### src/rtl/master_port.sv
// Serial master port: captures a request, waits for the slave, shifts out a 12-bit
// address (and 8-bit write data) LSB first, and for reads shifts in one byte.
module master_port #(
    parameter int TIMEOUT = 255
) (
    input  logic        clk,
    input  logic        reset,
    input  logic        req,
    input  logic        mode,
    input  logic [11:0] addr,
    input  logic [7:0]  wdata,
    output logic [7:0]  rdata,
    output logic        busy,
    output logic        done,
    output logic        err,
    input  logic        slave_ready,
    input  logic        slave_valid,
    input  logic        rx_data,
    output logic        read_en,
    output logic        write_en,
    output logic        master_valid,
    output logic        master_ready,
    output logic        tx_address,
    output logic        tx_data,
    output logic [2:0]  dbg_state
);

    // Handshake: the slave is engaged only after slave_ready=1 is sampled in WAIT_SLAVE;
    // master_valid marks the 12 address/data bits; master_ready marks cycles where a
    // slave_valid=1 starts the 8-bit read burst, whose remaining 7 bits follow back to back.

    typedef enum logic [2:0] {
        IDLE       = 3'd0,
        WAIT_SLAVE = 3'd1,
        ADDR_TX    = 3'd2,
        READ_WAIT  = 3'd3,
        READ_RX    = 3'd4,
        DONE       = 3'd5
    } state_t;

    localparam logic [7:0] TIMEOUT_LAST = 8'(TIMEOUT - 1);

    state_t      state;
    state_t      state_d;
    logic [3:0]  cnt;
    logic [7:0]  tcnt;
    logic [11:0] addr_q;
    logic [7:0]  wdata_q;
    logic        mode_q;
    logic [6:0]  rx_shift;
    logic [2:0]  rx_idx;
    logic        counting;

    assign rx_idx   = cnt[2:0] + 3'd1;
    assign counting = (state == ADDR_TX) || (state == READ_RX);

    always_comb begin
        state_d = state;
        case (state)
            IDLE:       if (req) state_d = WAIT_SLAVE;
            WAIT_SLAVE: if (slave_ready) state_d = ADDR_TX;
            ADDR_TX:    if (cnt == 4'd11) state_d = mode_q ? READ_WAIT : DONE;
            READ_WAIT: begin
                if (slave_valid) state_d = READ_RX;
                else if (tcnt == TIMEOUT_LAST) state_d = DONE;
            end
            READ_RX:    if (cnt == 4'd6) state_d = DONE;
            DONE:       state_d = IDLE;
            default:    state_d = IDLE;
        endcase
    end

    always_ff @(posedge clk) begin
        if (!reset) begin
            state    <= IDLE;
            cnt      <= '0;
            tcnt     <= '0;
            addr_q   <= '0;
            wdata_q  <= '0;
            mode_q   <= 1'b0;
            rx_shift <= '0;
            rdata    <= '0;
            err      <= 1'b0;
        end else begin
            state <= state_d;
            // Counters restart on every state change, so they never need to wrap.
            if (state_d != state) begin
                cnt  <= '0;
                tcnt <= '0;
            end else begin
                if (counting) cnt <= cnt + 4'd1;
                if (state == READ_WAIT) tcnt <= tcnt + 8'd1;
            end

            case (state)
                IDLE: begin
                    if (req) begin
                        addr_q  <= addr;
                        wdata_q <= wdata;
                        mode_q  <= mode;
                    end
                end
                ADDR_TX: begin
                    if (cnt == 4'd11 && !mode_q) err <= 1'b0;
                end
                READ_WAIT: begin
                    if (slave_valid) rx_shift[0] <= rx_data;
                    else if (tcnt == TIMEOUT_LAST) err <= 1'b1;
                end
                READ_RX: begin
                    if (cnt == 4'd6) begin
                        rdata <= {rx_data, rx_shift};
                        err   <= 1'b0;
                    end else begin
                        rx_shift[rx_idx] <= rx_data;
                    end
                end
                default: ;
            endcase
        end
    end

    assign busy         = (state != IDLE);
    assign done         = (state == DONE);
    assign master_valid = (state == ADDR_TX);
    assign master_ready = (state == READ_WAIT) || (state == READ_RX);
    assign read_en      = master_valid && (cnt == 4'd0) && mode_q;
    assign write_en     = master_valid && (cnt == 4'd0) && !mode_q;
    assign tx_address   = master_valid && addr_q[cnt];
    assign tx_data      = master_valid && !mode_q && !cnt[3] && wdata_q[cnt[2:0]];
    assign dbg_state    = state;

endmodule

### config.mk
export PLATFORM = sky130hd
export DESIGN_NAME = master_port
export DESIGN_NICKNAME = d
export VERILOG_FILES = /design/src/rtl/master_port.sv
export SDC_FILE = /design/constraint.sdc
export NUM_CORES = 1
export LEC_CHECK = 0
export CORE_ASPECT_RATIO = 1.4
export CORE_MARGIN = 10
export CORE_UTILIZATION = 55
export CTS_CLUSTER_SIZE = 16
export DETAILED_ROUTE_END_ITERATION = 16
export GPL_TIMING_DRIVEN = 0
export PLACE_DENSITY = 0.9
export SETUP_SLACK_MARGIN = 0.4
export SLEW_MARGIN = 20
export SYNTH_ARGS = -nofsm -noshare
export SYNTH_HDL_FRONTEND = slang
export SYNTH_SLANG_ARGS = --single-unit
### constraint.sdc
create_clock -name clk -period 3.9 [get_ports clk]
set_clock_uncertainty 0.05 [all_clocks]
set_input_delay 1.17 -clock clk [delete_from_list [all_inputs] [get_ports clk]]
set_output_delay 1.17 -clock clk [all_outputs]
set_load 0.02 [all_outputs]
==> flow_summary.json <==
{
  "min_path_cells": 2,
  "yosysMostFrequentCell": "nand2_1",
  "die-area_mm2": 0.00802,
  "std_cell_rows": 29,
  "overflow": 0,
  "switching_share": 0.255,
  "synth_top_area_share": 0.394,
  "internal_power_w": 0.000770,
  "post-cts-setup-buffers": 0,
  "synthesis.nets": 343,
  "syn_to_final_growth_pct": 23.4,
  "first_global_vias": 2391,
  "clock_latency_ns": 0.30,
  "rr_worst_depth": 8,
  "dr.pass1.iters": 4,
  "r2r_end": "cnt[2]",
  "avgSynthCellArea_um2": 8.50,
  "n_antenna_cell": 0,
  "cts-root-buf": "clkbuf_8",
  "cp_data_arrival_time_ns": 2.14,
  "min_period_over_period": 0.862,
  "setup.worst_path.end_class": "primary output",
  "final_hold_viol_count": 0,
  "ant_nets": 0,
  "num_vias": 2369,
  "drt_iter0_drc": 168,
  "hpwl_mm": 4.79,
  "clk_transition_reported_paths_ns": 0.08,
  "crit_fanout": 10,
  "p_sw_w": 0.000264,
  "cts_buffers": 5,
  "htreeDepth": 2,
  "seq_area_mm2": 0.00104,
  "layout.nets": 395,
  "grt_pass1_wl_mm": 10.7,
  "ys_async_sr_fraction": 0,
  "fillerInstances": 372,
  "wl_per_cell_um": 14.9,
  "finalWorstPathRequiredPeriod_ns": 3.36,
  "syn-instance-count": 311,
  "drv_slew": 0,
  "initial_core_util": 0.573,
  "setup_violations": 0,
  "core_mm2": 0.00461,
  "synth_ff_type": "dfxtp_1",
  "drive_gt1_frac": 0.118,
  "slew_headroom": 0.647,
  "yosys_warnings": 0,
  "power_density_mw_per_mm2": 317,
  "hold_start": "wdata_q[0]",
  "synth_area_mm2": 0.00264,
  "comb_power_share": 0.162,
  "grt.total_usage": 0.159,
  "io_pins": 47,
  "hold_path.class": "flop to flop",
  "yosysSeqAreaShare": 0.394,
  "r2r_start": "cnt[0]",
  "vdd_drop_max_uv": 266,
  "multi_input_area_mm2": 0.00144,
  "grt_max_degree": 15,
  "portBuffers": 45,
  "synth_area_leaders": "dfxtp_1, nand2_1, a21oi_1",
  "fmax_ghz": 0.298,
  "synth_cell_types": 50,
  "power_frac_clock": 0.297,
  "synth_commonest_cells": "nand2_1, dfxtp_1, a21oi_1, nand3_1, xnor2_1",
  "die_width_um": 78.6,
  "cts_tree": "yes",
  "synth_edf_count": 0,
  "max_slew.worst_pin.slew_ns": 0.527,
  "p_seq_frac": 0.541,
  "viasPerCell": 5.56,
  "antenna_found_initial": 0,
  "hold_ws_ns": 0.406,
  "synth_seq_cells": 52,
  "place_congestion": 0.903,
  "hold_buffers": 0,
  "yosys.area.top_type": "dfxtp_1",
  "rsz0062_at_grt": "no",
  "required_ns": 2.68,
  "wl_mm": 6.36,
  "drcViolationCount": 0,
  "cts_sinks": 52,
  "cts.path.max_buffers": 2,
  "die_h_um": 102,
  "power.leakage_nw": 1.14,
  "outcome": "complete, no violations",
  "rrSetupSlack_ns": 1.68,
  "whs_endpoint": "wdata_q[0]",
  "fin_setup_tns_ns": 0,
  "start_kind": "flop",
  "cap_violations": 0,
  "criticalPathCategory": "flop to primary output"
}
-- power by group through the flow --
stage / clock network (W) / logic, W / registers (W)
2_1_floorplan: 0 / 0.000105 / 0.000571
3_3_place_gp: 0 / 0.000164 / 0.000571
3_5_place_dp: 0 / 0.000167 / 0.000572
4_1_cts: 0.000315 / 0.000167 / 0.000559
5_1_grt: 0.000333 / 0.000183 / 0.000562
6_report: 0.000308 / 0.000167 / 0.000560
-- routing by layer --
| metal | up-vias | global-route usage | share of wire |
|---|---|---|---|
| li1 | 1187 | - | - |
| met1 | 1098 | 0.176 | 0.42 |
| met2 | 77 | 0.287 | 0.51 |
| met3 | 7 | 0.0369 | 0.059 |
| met4 | 0 | 0.0622 | 0.011 |
| met5 | - | 0 | 0 |
-- worst max-delay path by stage --
stage          slack (ns)          to    startpoint  cells after the start
2_1_floorplan        0.81     read_en  dbg_state[1]                      5
3_3_place_gp         0.56  tx_address        cnt[1]                      6
3_5_place_dp         0.49  tx_address        cnt[1]                      6
4_1_cts              0.41     tx_data  dbg_state[1]                      4
5_1_grt              0.45  tx_address        cnt[0]                      5
6_report             0.54  tx_address        cnt[0]                      5
-- stage by stage --
stage / power, W / cells / setup slack (ns) / area [um2] / utilization
5_1_grt: 0.00108 / 426 / 0.447 / 3260 / 0.708
2_1_floorplan: 0.000676 / 311 / 0.809 / 2640 / -
6_report: 0.00103 / 426 / 0.540 / 3260 / 0.708
4_1_cts: 0.00104 / 426 / 0.406 / 3260 / 0.707
3_5_place_dp: 0.000739 / 418 / 0.485 / 3170 / 0.688
3_3_place_gp: 0.000734 / 418 / 0.559 / 3170 / 0.688
-- layout by cell type (no fill, tap or decap), types with 3 or more instances in the layout --
| cell type | Yosys | routed |
|---|---|---|
| nand2_1 | 69 | 69 |
| dfxtp_1 | 52 | 52 |
| clkdlybuf4s50_1 | 0 | 41 |
| a21oi_1 | 37 | 37 |
| clkbuf_1 | 10 | 11 |
| nand3_1 | 11 | 11 |
| xnor2_1 | 11 | 11 |
| a211oi_2 | 10 | 10 |
| inv_1 | 9 | 9 |
| buf_2 | 9 | 9 |
| nor2_1 | 9 | 9 |
| nor3_1 | 6 | 6 |
| o21ai_0 | 6 | 6 |
| clkbuf_8 | 0 | 6 |
| mux4_2 | 5 | 5 |
| ha_1 | 5 | 5 |
| nand3b_1 | 4 | 4 |
| nand4_1 | 4 | 4 |
| o31ai_1 | 4 | 4 |
| nor3b_1 | 3 | 3 |
| nor2b_1 | 3 | 3 |
| a211oi_1 | 3 | 3 |
| mux2i_1 | 3 | 3 |
| nor4_1 | 3 | 3 |
| dlygate4sd2_1 | 0 | 3 |
-- area by class of cell --
type / instances / area share
Tap cell: 62 / 0.0238
Inverter: 9 / 0.0104
Clock buffer: 8 / 0.0276
Buffer: 24 / 0.0388
Sequential cell: 52 / 0.319
Timing Repair Buffer: 45 / 0.138
Multi-Input combinational cell: 226 / 0.442
-- worst max-delay path, cell delays in order, from the launching register on --
cell and delay (ns):
dfxtp_1 0.41, buf_4 0.24, mux4_2 0.52, a211oi_1 0.24, a211oi_1 0.09, dlygate4sd2_1 0.34
-- registers in the layout (all words and copies together), names as in the netlist --
register and count:
addr_q 12, rdata 8, tcnt 8, wdata_q 8, rx_shift 7, cnt 4, dbg_state 3, err 1
mode_q 1
-- repair_timing --
action / in CTS / in global routing
gates resized for setup: 4 / 1
cloned: 0 / 0
setup endpoints to repair: 4 / 1
-- cell families (layout without fill, tap and decap cells) --
logic type | count (synthesis) | after routing | share of synthesized area
compound gates | 73 | 73 | 0.190
xor+xnor | 13 | 13 | 0.0431
fa+ha+maj | 5 | 5 | 0.0237
buf+inv | 33 | 86 | 0.0601
flops | 52 | 52 | 0.394
mux | 8 | 8 | 0.0540
simple gates | 127 | 127 | 0.235
Note: power is estimated with default switching activity, not from simulation.
